`src/rtl/sw_cmd_queue.sv`:
```
// Toggle-framed PIO command decoder feeding a small valid/ready FIFO.
// Define SW_CMD_SYNC_EN to add a 2-flop synchronizer on sw_port.
module sw_cmd_queue #(
  parameter int DEPTH = 4,
  parameter int AW    = 2
) (
  input  logic       clk,
  input  logic       reset_n,
  input  logic [2:0] sw_port,
  input  logic       cmd_ready,
  output logic       cmd_valid,
  output logic [1:0] cmd_op,
  output logic [2:0] hw_status
);

  localparam logic [AW:0] FULL_CNT = DEPTH[AW:0];

  logic [2:0]    port_q;
  logic          last_tog;
  logic          overflow;
  logic [AW-1:0] rd_ptr;
  logic [AW-1:0] wr_ptr;
  logic [AW:0]   count;
  logic [1:0]    mem [DEPTH];

`ifdef SW_CMD_SYNC_EN
  logic [2:0] sync_a;
  logic [2:0] sync_b;

  always_ff @(posedge clk) begin
    if (!reset_n) begin
      sync_a <= '0;
      sync_b <= '0;
    end else begin
      sync_a <= sw_port;
      sync_b <= sync_a;
    end
  end

  assign port_q = sync_b;
`else
  assign port_q = sw_port;
`endif

  logic evt;
  logic is_clr;
  logic push_req;
  logic full;
  logic empty;
  logic pop;
  logic push;
  logic drop;

  assign evt      = port_q[2] != last_tog;
  assign is_clr   = port_q[1:0] == 2'b11;
  assign push_req = evt && !is_clr;
  assign full     = count == FULL_CNT;
  assign empty    = count == '0;
  assign pop      = !empty && cmd_ready;
  // A pop in the same cycle frees the slot, so a full queue still accepts.
  assign push     = push_req && (!full || pop);
  assign drop     = push_req && full && !pop;

  always_ff @(posedge clk) begin
    if (!reset_n) begin
      last_tog <= 1'b0;
      overflow <= 1'b0;
      rd_ptr   <= '0;
      wr_ptr   <= '0;
      count    <= '0;
    end else begin
      if (evt)
        last_tog <= port_q[2];
      if (evt && is_clr)
        overflow <= 1'b0;
      else if (drop)
        overflow <= 1'b1;
      if (push)
        wr_ptr <= wr_ptr + 1'b1;
      if (pop)
        rd_ptr <= rd_ptr + 1'b1;
      if (push && !pop)
        count <= count + 1'b1;
      else if (pop && !push)
        count <= count - 1'b1;
    end
  end

  always_ff @(posedge clk) begin
    if (push)
      mem[wr_ptr] <= port_q[1:0];
  end

  assign cmd_valid = !empty;
  assign cmd_op    = mem[rd_ptr];
  assign hw_status = {overflow, full, last_tog};

endmodule

```
`config.mk`:
```
export PLATFORM = sky130hd
export DESIGN_NAME = sw_cmd_queue
export DESIGN_NICKNAME = d
export VERILOG_FILES = /design/src/rtl/sw_cmd_queue.sv
export SDC_FILE = /design/constraint.sdc
export NUM_CORES = 1
export LEC_CHECK = 0
export ABC_CLOCK_PERIOD_IN_PS = 5200
export BUFFER_PORTS_ARGS = -buffer_cell sky130_fd_sc_hd__buf_2
export CORE_AREA = 2 2 43 45
export DETAILED_ROUTE_END_ITERATION = 8
export DIE_AREA = 0 0 45 47
export PLACE_DENSITY_LB_ADDON = 0.2
export SLEW_MARGIN = 10
export SYNTH_ARGS = -nofsm -noshare
export SYNTH_HDL_FRONTEND = slang
export SYNTH_SLANG_ARGS = --single-unit
export TNS_END_PERCENT = 50
```
`constraint.sdc`:
```
create_clock -name clk -period 5.2 [get_ports clk]
set_input_delay 1.04 -clock clk [delete_from_list [all_inputs] [get_ports clk]]
set_output_delay 1.04 -clock clk [all_outputs]
set_load 0.02 [all_outputs]
```
== After elaboration in Yosys (flattened, before gate mapping) ==
Memory sizes are Yosys's and may differ from the RTL's. A register that Yosys moved wholly into a read port is not among the register bits.
Index checks and enable logic that the tools add are counted.

* Add/sub/neg operators: 4
* Equality and inequality tests: 3
* Multiplexer cells: 6
* Bitwise gates (word level): 1
* Reduce and logical (&&, ||, !) cells: 17

{| class="wikitable"
|+ Operator list
! operator !! count
|-
| 1-bit logical AND || 8
|-
| 3-bit 2-to-1 mux || 2
|-
| 1-bit zero test || 5
|-
| 2-bit by 1-bit adder with 2-bit output (second input constant) || 2
|-
| 2-bit 2-to-1 mux || 2
|-
| 3-bit by 1-bit adder with 3-bit output (second input constant) || 1
|-
| 3-bit == test (second input constant) || 1
|-
| 3-bit zero test || 1
|-
| 3-bit by 1-bit subtractor with 3-bit output (second input constant) || 1
|-
| 2-bit == test (second input constant) || 1
|-
| 1-bit 2-to-1 mux || 2
|-
| 2-bit nonzero test || 1
|-
| 2-bit OR reduction || 1
|-
| 1-bit logical OR || 1
|-
| 1-bit != test || 1
|-
| 1-bit inverter || 1
|}

* Register bits after elaboration: 9
* Bits in writable memories: 8
* Input port bits: 6
* Memories: 1

{| class="wikitable"
|+ Memory list
! name !! words !! bits a word !! rd ports !! clocked after memory_dff !! write ports !! RTL line !! RTL
|-
| mem || 4 || 2 || 1 || 1 || 1 || 24 || <nowiki>logic [1:0] mem [DEPTH];</nowiki>
|}

== Longest topological paths before layout ==
Gate-level depths: netlist of run 1.

* Depth after elaboration: 9
* Gate-level depth with buffers: 8

== Worst setup path before layout of run 1 ==
OpenSTA, ideal clock, no wires.

* Path kind: input to register
* Start point: input sw_port[2]
* End point: register count[2]
* Library setup time: 0.070 ns
* Arrival: 2.686 ns
* Data required time: 5.130 ns
* Path slack: 2.444 ns
* Stages: 8
* Path buffers: 0
* Cells stage by stage: xnor2_1 a211oi_4 ha_1 inv_1 fa_1 xor2_1 or3_1 a21oi_1

* Word-level cells in the longest chain between the ends: 6
* Elaborated cells between the ends (all ways): 8
* Those cells by class: 1 x eq/ne; 1 x mux; 6 x reduce/logical

{| class="wikitable"
|+ RTL lines
! item !! RTL line !! RTL
|-
| start, declared || 9 || <nowiki>input logic [2:0] sw_port,</nowiki>
|-
| 1-bit != test * || 54 || <nowiki>assign evt = port_q[2] != last_tog;</nowiki>
|-
| 1-bit logical AND * || 56 || <nowiki>assign push_req = evt && !is_clr;</nowiki>
|-
| 1-bit logical AND * || 61 || <nowiki>assign push = push_req && (!full || pop);</nowiki>
|-
| via push || 51 || <nowiki>logic push;</nowiki>
|-
| 1-bit zero test || 84 || <nowiki>else if (pop && !push)</nowiki>
|-
| 1-bit logical AND || 84 ||
|-
| 2-bit nonzero test (no source line) || -- ||
|-
| end signal, assigned || 83 || <nowiki>count <= count + 1'b1;</nowiki>
|-
| end signal, assigned || 85 || <nowiki>count <= count - 1'b1;</nowiki>
|-
| end, declared || 23 || <nowiki>logic [AW:0] count;</nowiki>
|}

The timed path passes the listed nets; every way through them passes the cells marked *.
A chain may end at the register's enable or synchronous reset.

== Worst setup path in the final report of run 1 ==
Same ends and word-level chain as after synthesis.

==> results of run 1 <==
cell usage after synthesis:
cell type	instances
inv_1	4
buf_4	3
nor3b_1	1
and2_1	5
nor2b_1	1
nor2_1	5
mux4_2	2
ha_1	5
nand2_1	5
a211oi_4	1
o311ai_0	1
dfxtp_1	11
a21oi_1	1
xor2_1	4
fa_1	1
o221a_2	1
mux2i_1	3
o21ai_0	1
or3_2	1
xnor2_1	1
edfxtp_1	8
o31ai_1	1
or3_1	1
nor4b_4	1
worst max-delay path, stage by stage:
cell and delay (ns):
buf_2 0.11, xnor2_1 0.18, a211oi_4 0.33, ha_1 0.24, inv_1 0.06, fa_1 0.38, xor2_1 0.16, or3_1 0.31
a21oi_1 0.14
per-stage QoR:
stage	hold slack [ns]	cell area [um2]	setup slack, ns	utilization [%]	power (W)
after floorplan	0.468	877	2.44	-	0.000331
after global placement	0.493	931	2.24	56.4	0.000361
after detailed placement	0.497	931	2.18	56.4	0.000367
after CTS	0.511	957	2.48	58.0	0.000438
after global routing	0.543	957	2.34	58.0	0.000463
final	0.508	957	2.48	58.0	0.000432
final timing paths:
check	from	endpoint	slack, ns	depth (start not counted)
worst max-delay path	sw_port[2]	count[2]$_SDFFE_PN0P_	2.48	9
worst min-delay path	wr_ptr[1]$_SDFFE_PN0P_	wr_ptr[1]$_SDFFE_PN0P_	0.51	2
worst max register to register	count[0]$_SDFFE_PN0P_	count[2]$_SDFFE_PN0P_	2.86	8
worst min register to register	wr_ptr[1]$_SDFFE_PN0P_	wr_ptr[1]$_SDFFE_PN0P_	0.51	2
power by group through the flow:
stage	registers [W]	clock network, W	logic, W
after floorplan	0.000210	0	0.000121
after global placement	0.000216	0	0.000145
after detailed placement	0.000218	0	0.000149
after CTS	0.000214	0.0000732	0.000150
after global routing	0.000219	0.0000799	0.000164
final	0.000214	0.0000705	0.000148
cell families after synthesis:
logic type	Yosys count	synth area share, %
buf+inv	7	4.28
fa+ha+maj	6	9.42
simple gates	20	13.7
xor+xnor	5	4.99
mux	5	8.56
compound gates	6	6.56
flops	19	52.5
area by class of cell:
| class | instances | area (um2) |
|---|---|---|
| inverters | 4 | 15.0 |
| flip-flops and latches | 19 | 460 |
| fillers | 147 | 694 |
| multi-input cells | 42 | 379 |
| clock buffers | 4 | 26.3 |
| well taps | 17 | 21.3 |
| repair buffers | 11 | 55.1 |
layer usage:
| layer | track usage (%) | vias to the layer above |
|---|---|---|
| met2 | 25.4 | 7 |
| met3 | 2.31 | 2 |
| met5 | 0 | - |
| met1 | 17.9 | 244 |
| li1 | - | 258 |
| met4 | 12.4 | 0 |
==> results.json, run 1 <==
{
  "yosysTopAreaCellShare_pct": 27.4,
  "seq_power_share_pct": 49.4,
  "p_leak_nw": 0.390,
  "io_buffers": 11,
  "power.ir.vdd_worst_mv": 0.283,
  "cap_violations": 0,
  "ys_top_cells_by_area": "edfxtp_1 27%, dfxtp_1 25%, ha_1 7.1%",
  "wire_per_inst_um": 12.9,
  "slew_violations": 0,
  "required_ns": 5.43,
  "antenna_found_initial": 0,
  "finalHoldViolCount": 0,
  "track_usage_pct": 15.4,
  "syn_to_final_growth_pct": 9.13,
  "p_switching_w": 0.000148,
  "drive_above_1_share_pct": 25.0,
  "dr_wl_met3_um": 37,
  "nets": 93,
  "outcome": "finished, final reports clean",
  "die_x_um": 45,
  "wl_met1_um": 540,
  "syn-num-nets": 80,
  "worstSetupPathType": "input port to register",
  "cts_sinks": 19,
  "instances_no_fill": 97,
  "power_density_nw_per_um2": 452,
  "netlist_area_um2": 877,
  "die_area_um2": 2120,
  "max_freq_ghz": 0.368,
  "clockRootBuffer": "clkbuf_4",
  "rsz0062_at_grt": "false",
  "drtIter0Drc": 9,
  "pwr-share-comb_pct": 34.3,
  "critPathMaxFanout": 7,
  "clock_skew_ns": 0.00243,
  "cts_tree": "done",
  "ys_seq_elements": 19,
  "drc": 0,
  "vias": 511,
  "gp_congestion": 0.744,
  "core_um2": 1650,
  "postRouteAntennaNets": 0,
  "drt-pass1-iter-count": 4,
  "final_cell_mix": "11 x dfxtp_1, 11 x buf_2, 8 x edfxtp_1",
  "clk_latency_ns": 0.28,
  "finalCritPeriodShare_pct": 52.3,
  "synth_seq_area_share_pct": 52.5,
  "post_cts_buffers": 0,
  "cts.repair.resized": 0,
  "clockBufferDepth": 2,
  "totalWireLength_um": 1250,
  "setup_violations": 0,
  "dp_hpwl_um": 993,
  "ys_warn_count": 0,
  "cp.arrival_ns": 2.95,
  "p_int_w": 0.000285,
  "die_h_um": 47,
  "rows": 15,
  "worst_pin_slew_ns": 0.424,
  "hold_buffers": 0,
  "maxSlewHeadroom_pct": 71.5,
  "synthCells": 68,
  "power_frac_clock_pct": 16.3,
  "grt_pass1_vias": 497,
  "clk_pin_slew_worst_paths_ns": 0.10,
  "initial_core_util_pct": 53.1,
  "cp-end-kind": "register",
  "cts_max_level": 1,
  "numCtsBuffers": 3,
  "power_switching_share_pct": 34.1,
  "grt_pass1_wl_um": 2150,
  "start_kind": "input port",
  "grt_max_degree": 11,
  "hold_path.class": "register to register",
  "netlist.top_cell.by_area": "edfxtp_1",
  "wl_met2_um": 655,
  "period_minus_slack_ns": 2.72,
  "setup_total_negative_slack_ns": 0,
  "synth_cell_types": 24,
  "diodes": 0,
  "num_io_pins": 12,
  "vias_per_cell": 5.27,
  "top_layer": "met4",
  "dp_cells": 93,
  "syn_area_per_cell_um2": 12.9,
  "grt-ovfl-total": 0
}
Power figures use the tool's default switching activity.
==> inputs of run 2 (changes only) <==
--- a/config.mk
+++ b/config.mk
@@ -5,11 +5,11 @@
 export SDC_FILE = /design/constraint.sdc
 export NUM_CORES = 1
 export LEC_CHECK = 0
-export ABC_CLOCK_PERIOD_IN_PS = 5200
+export ABC_CLOCK_PERIOD_IN_PS = 2700
 export BUFFER_PORTS_ARGS = -buffer_cell sky130_fd_sc_hd__buf_2
-export CORE_AREA = 2 2 43 45
+export CORE_AREA = 2 2 44 46
 export DETAILED_ROUTE_END_ITERATION = 8
-export DIE_AREA = 0 0 45 47
+export DIE_AREA = 0 0 46 48
 export PLACE_DENSITY_LB_ADDON = 0.2
 export SLEW_MARGIN = 10
 export SYNTH_ARGS = -nofsm -noshare
==> constraint.sdc (replaced) <==
create_clock -name clk -period 2.7 [get_ports clk]
set_input_delay 0.54 -clock clk [delete_from_list [all_inputs] [get_ports clk]]
set_output_delay 0.54 -clock clk [all_outputs]
set_load 0.02 [all_outputs]
==> results.json, run 2 (synthesized netlist as in run 1, its figures left out) <==
{
  "cp.arrival_ns": 2.42,
  "fin_util_pct": 57.2,
  "final_cell_mix": "11 x dfxtp_1, 11 x buf_2, 8 x edfxtp_1",
  "grt_pass1_wl_um": 1860,
  "dp_hpwl_um": 914,
  "finalCritPeriodShare_pct": 81.3,
  "period_minus_slack_ns": 2.19,
  "diodes": 0,
  "p_int_w": 0.000548,
  "required_ns": 2.93,
  "whs_ns": 0.492,
  "r2r_slack_ns": 0.51,
  "grt_use_met3_pct": 3.40,
  "io_buffers": 11,
  "final_area_um2": 966,
  "num_io_pins": 12,
  "met2_usage_pct": 19.7,
  "finalHoldViolCount": 0,
  "use_met1_pct": 15.3,
  "top_usage_layer": "met2",
  "clockRootBuffer": "clkbuf_4",
  "p_switching_w": 0.000286,
  "pwr-share-comb_pct": 34.8,
  "rsz0062_at_grt": "false",
  "die_area_um2": 2210,
  "worstSetupPathType": "register to register",
  "cp-end-kind": "register",
  "cts.repair.resized": 0,
  "setup_total_negative_slack_ns": 0,
  "power.ir.vdd_worst_mv": 0.439,
  "antenna_found_initial": 0,
  "clk_pin_slew_worst_paths_ns": 0.11,
  "cts_sinks": 19,
  "worst_pin_slew_ns": 0.399,
  "min_delay_worst_endpoint": "last_tog$_SDFFE_PN0P_",
  "clk_latency_ns": 0.29,
  "track_usage_pct": 12.4,
  "power_switching_share_pct": 34.3,
  "hold_buffers": 0,
  "nets": 94,
  "numCtsBuffers": 3,
  "start_kind": "register",
  "max_freq_ghz": 0.456,
  "die_h_um": 48,
  "maxSlewHeadroom_pct": 73.1,
  "syn_to_final_growth_pct": 10.1,
  "gp_congestion": 0.697,
  "timing.rr.end": "count[2]$_SDFFE_PN0P_",
  "cts_max_level": 1,
  "rows": 15,
  "drive_above_1_share_pct": 27.2,
  "p_leak_nw": 0.398,
  "grt_pass1_vias": 448,
  "hold_path.class": "input port to register",
  "vias": 506,
  "p_total_w": 0.000835,
  "post_dp_cell_area_um2": 938,
  "power_frac_clock_pct": 16.3,
  "setup_violations": 0,
  "vias_per_cell": 5.16,
  "core_um2": 1690,
  "post_cts_buffers": 0,
  "die_x_um": 46,
  "r2r_start": "count[1]$_SDFFE_PN0P_",
  "cap_violations": 0,
  "fillers": 146,
  "postRouteAntennaNets": 0,
  "power_density_nw_per_um2": 864,
  "initial_core_util_pct": 51.9,
  "slew_violations": 0,
  "grt_max_degree": 12,
  "drtIter0Drc": 5,
  "totalWireLength_um": 1180,
  "worstHoldPathCells": 2,
  "reg2regPathDepth": 7,
  "clockBufferDepth": 2,
  "drt-pass1-iter-count": 2,
  "clock_skew_ns": 0.00643,
  "grt-ovfl-total": 0,
  "wire_per_inst_um": 12.1,
  "seq_power_share_pct": 48.9,
  "min_from": "sw_port[2]",
  "critPathMaxFanout": 7,
  "cts_tree": "done",
  "drc": 0,
  "outcome": "finished, final reports clean"
}
==> run 2: layout make-up <==
| cell class | count | area, um2 | area share, % |
|---|---|---|---|
| Sequential cell | 19 | 460 | 47.7 |
| Clock buffer | 3 | 22.5 | 2.33 |
| Clock inverter | 1 | 5.00 | 0.518 |
| Timing Repair Buffer | 12 | 62.6 | 6.48 |
| Multi-Input combinational cell | 42 | 379 | 39.2 |
| Inverter | 4 | 15.0 | 1.55 |
| Tap cell | 17 | 21.3 | 2.20 |
==> run 2: worst max-delay path by stage <==
stage	endpoint	slack, ns	from
final	count[2]$_SDFFE_PN0P_	0.51	count[1]$_SDFFE_PN0P_
after CTS	count[2]$_SDFFE_PN0P_	0.49	count[1]$_SDFFE_PN0P_
after detailed placement	count[2]$_SDFFE_PN0P_	0.37	sw_port[2]
after global placement	count[2]$_SDFFE_PN0P_	0.40	sw_port[2]
after floorplan	count[2]$_SDFFE_PN0P_	0.44	sw_port[2]
after global routing	count[2]$_SDFFE_PN0P_	0.34	count[1]$_SDFFE_PN0P_
==> run 2: routing by layer <==
layer | wire length [um] | up-vias
li1 | - | 262
met1 | 559 | 233
met2 | 574 | 9
met3 | 34 | 2
met4 | 12 | 0
met5 | 0 | -
==> run 2: through the flow <==
stage               instances  worst slack, ns
finish                     98            0.506
floorplan                  68            0.444
detailed placement         94            0.373
CTS                        98            0.492
global placement           94            0.403
global route               98            0.338
==> run 2: power groups by stage <==
stage / sequential (W) / clock [W] / combinational, W
final: 0.000409 / 0.000136 / 0.000290
after floorplan: 0.000405 / 0 / 0.000233
after detailed placement: 0.000417 / 0 / 0.000290
after global placement: 0.000416 / 0 / 0.000284
after CTS: 0.000410 / 0.000142 / 0.000294
after global routing: 0.000420 / 0.000153 / 0.000322
==> run 2: critical path, stage by stage (launching register included) <==
cell and delay [ns]:
dfxtp_1 0.41, o31ai_1 0.42, ha_1 0.27, inv_1 0.06, fa_1 0.37, xor2_1 0.16
or3_1 0.31, a21oi_1 0.14
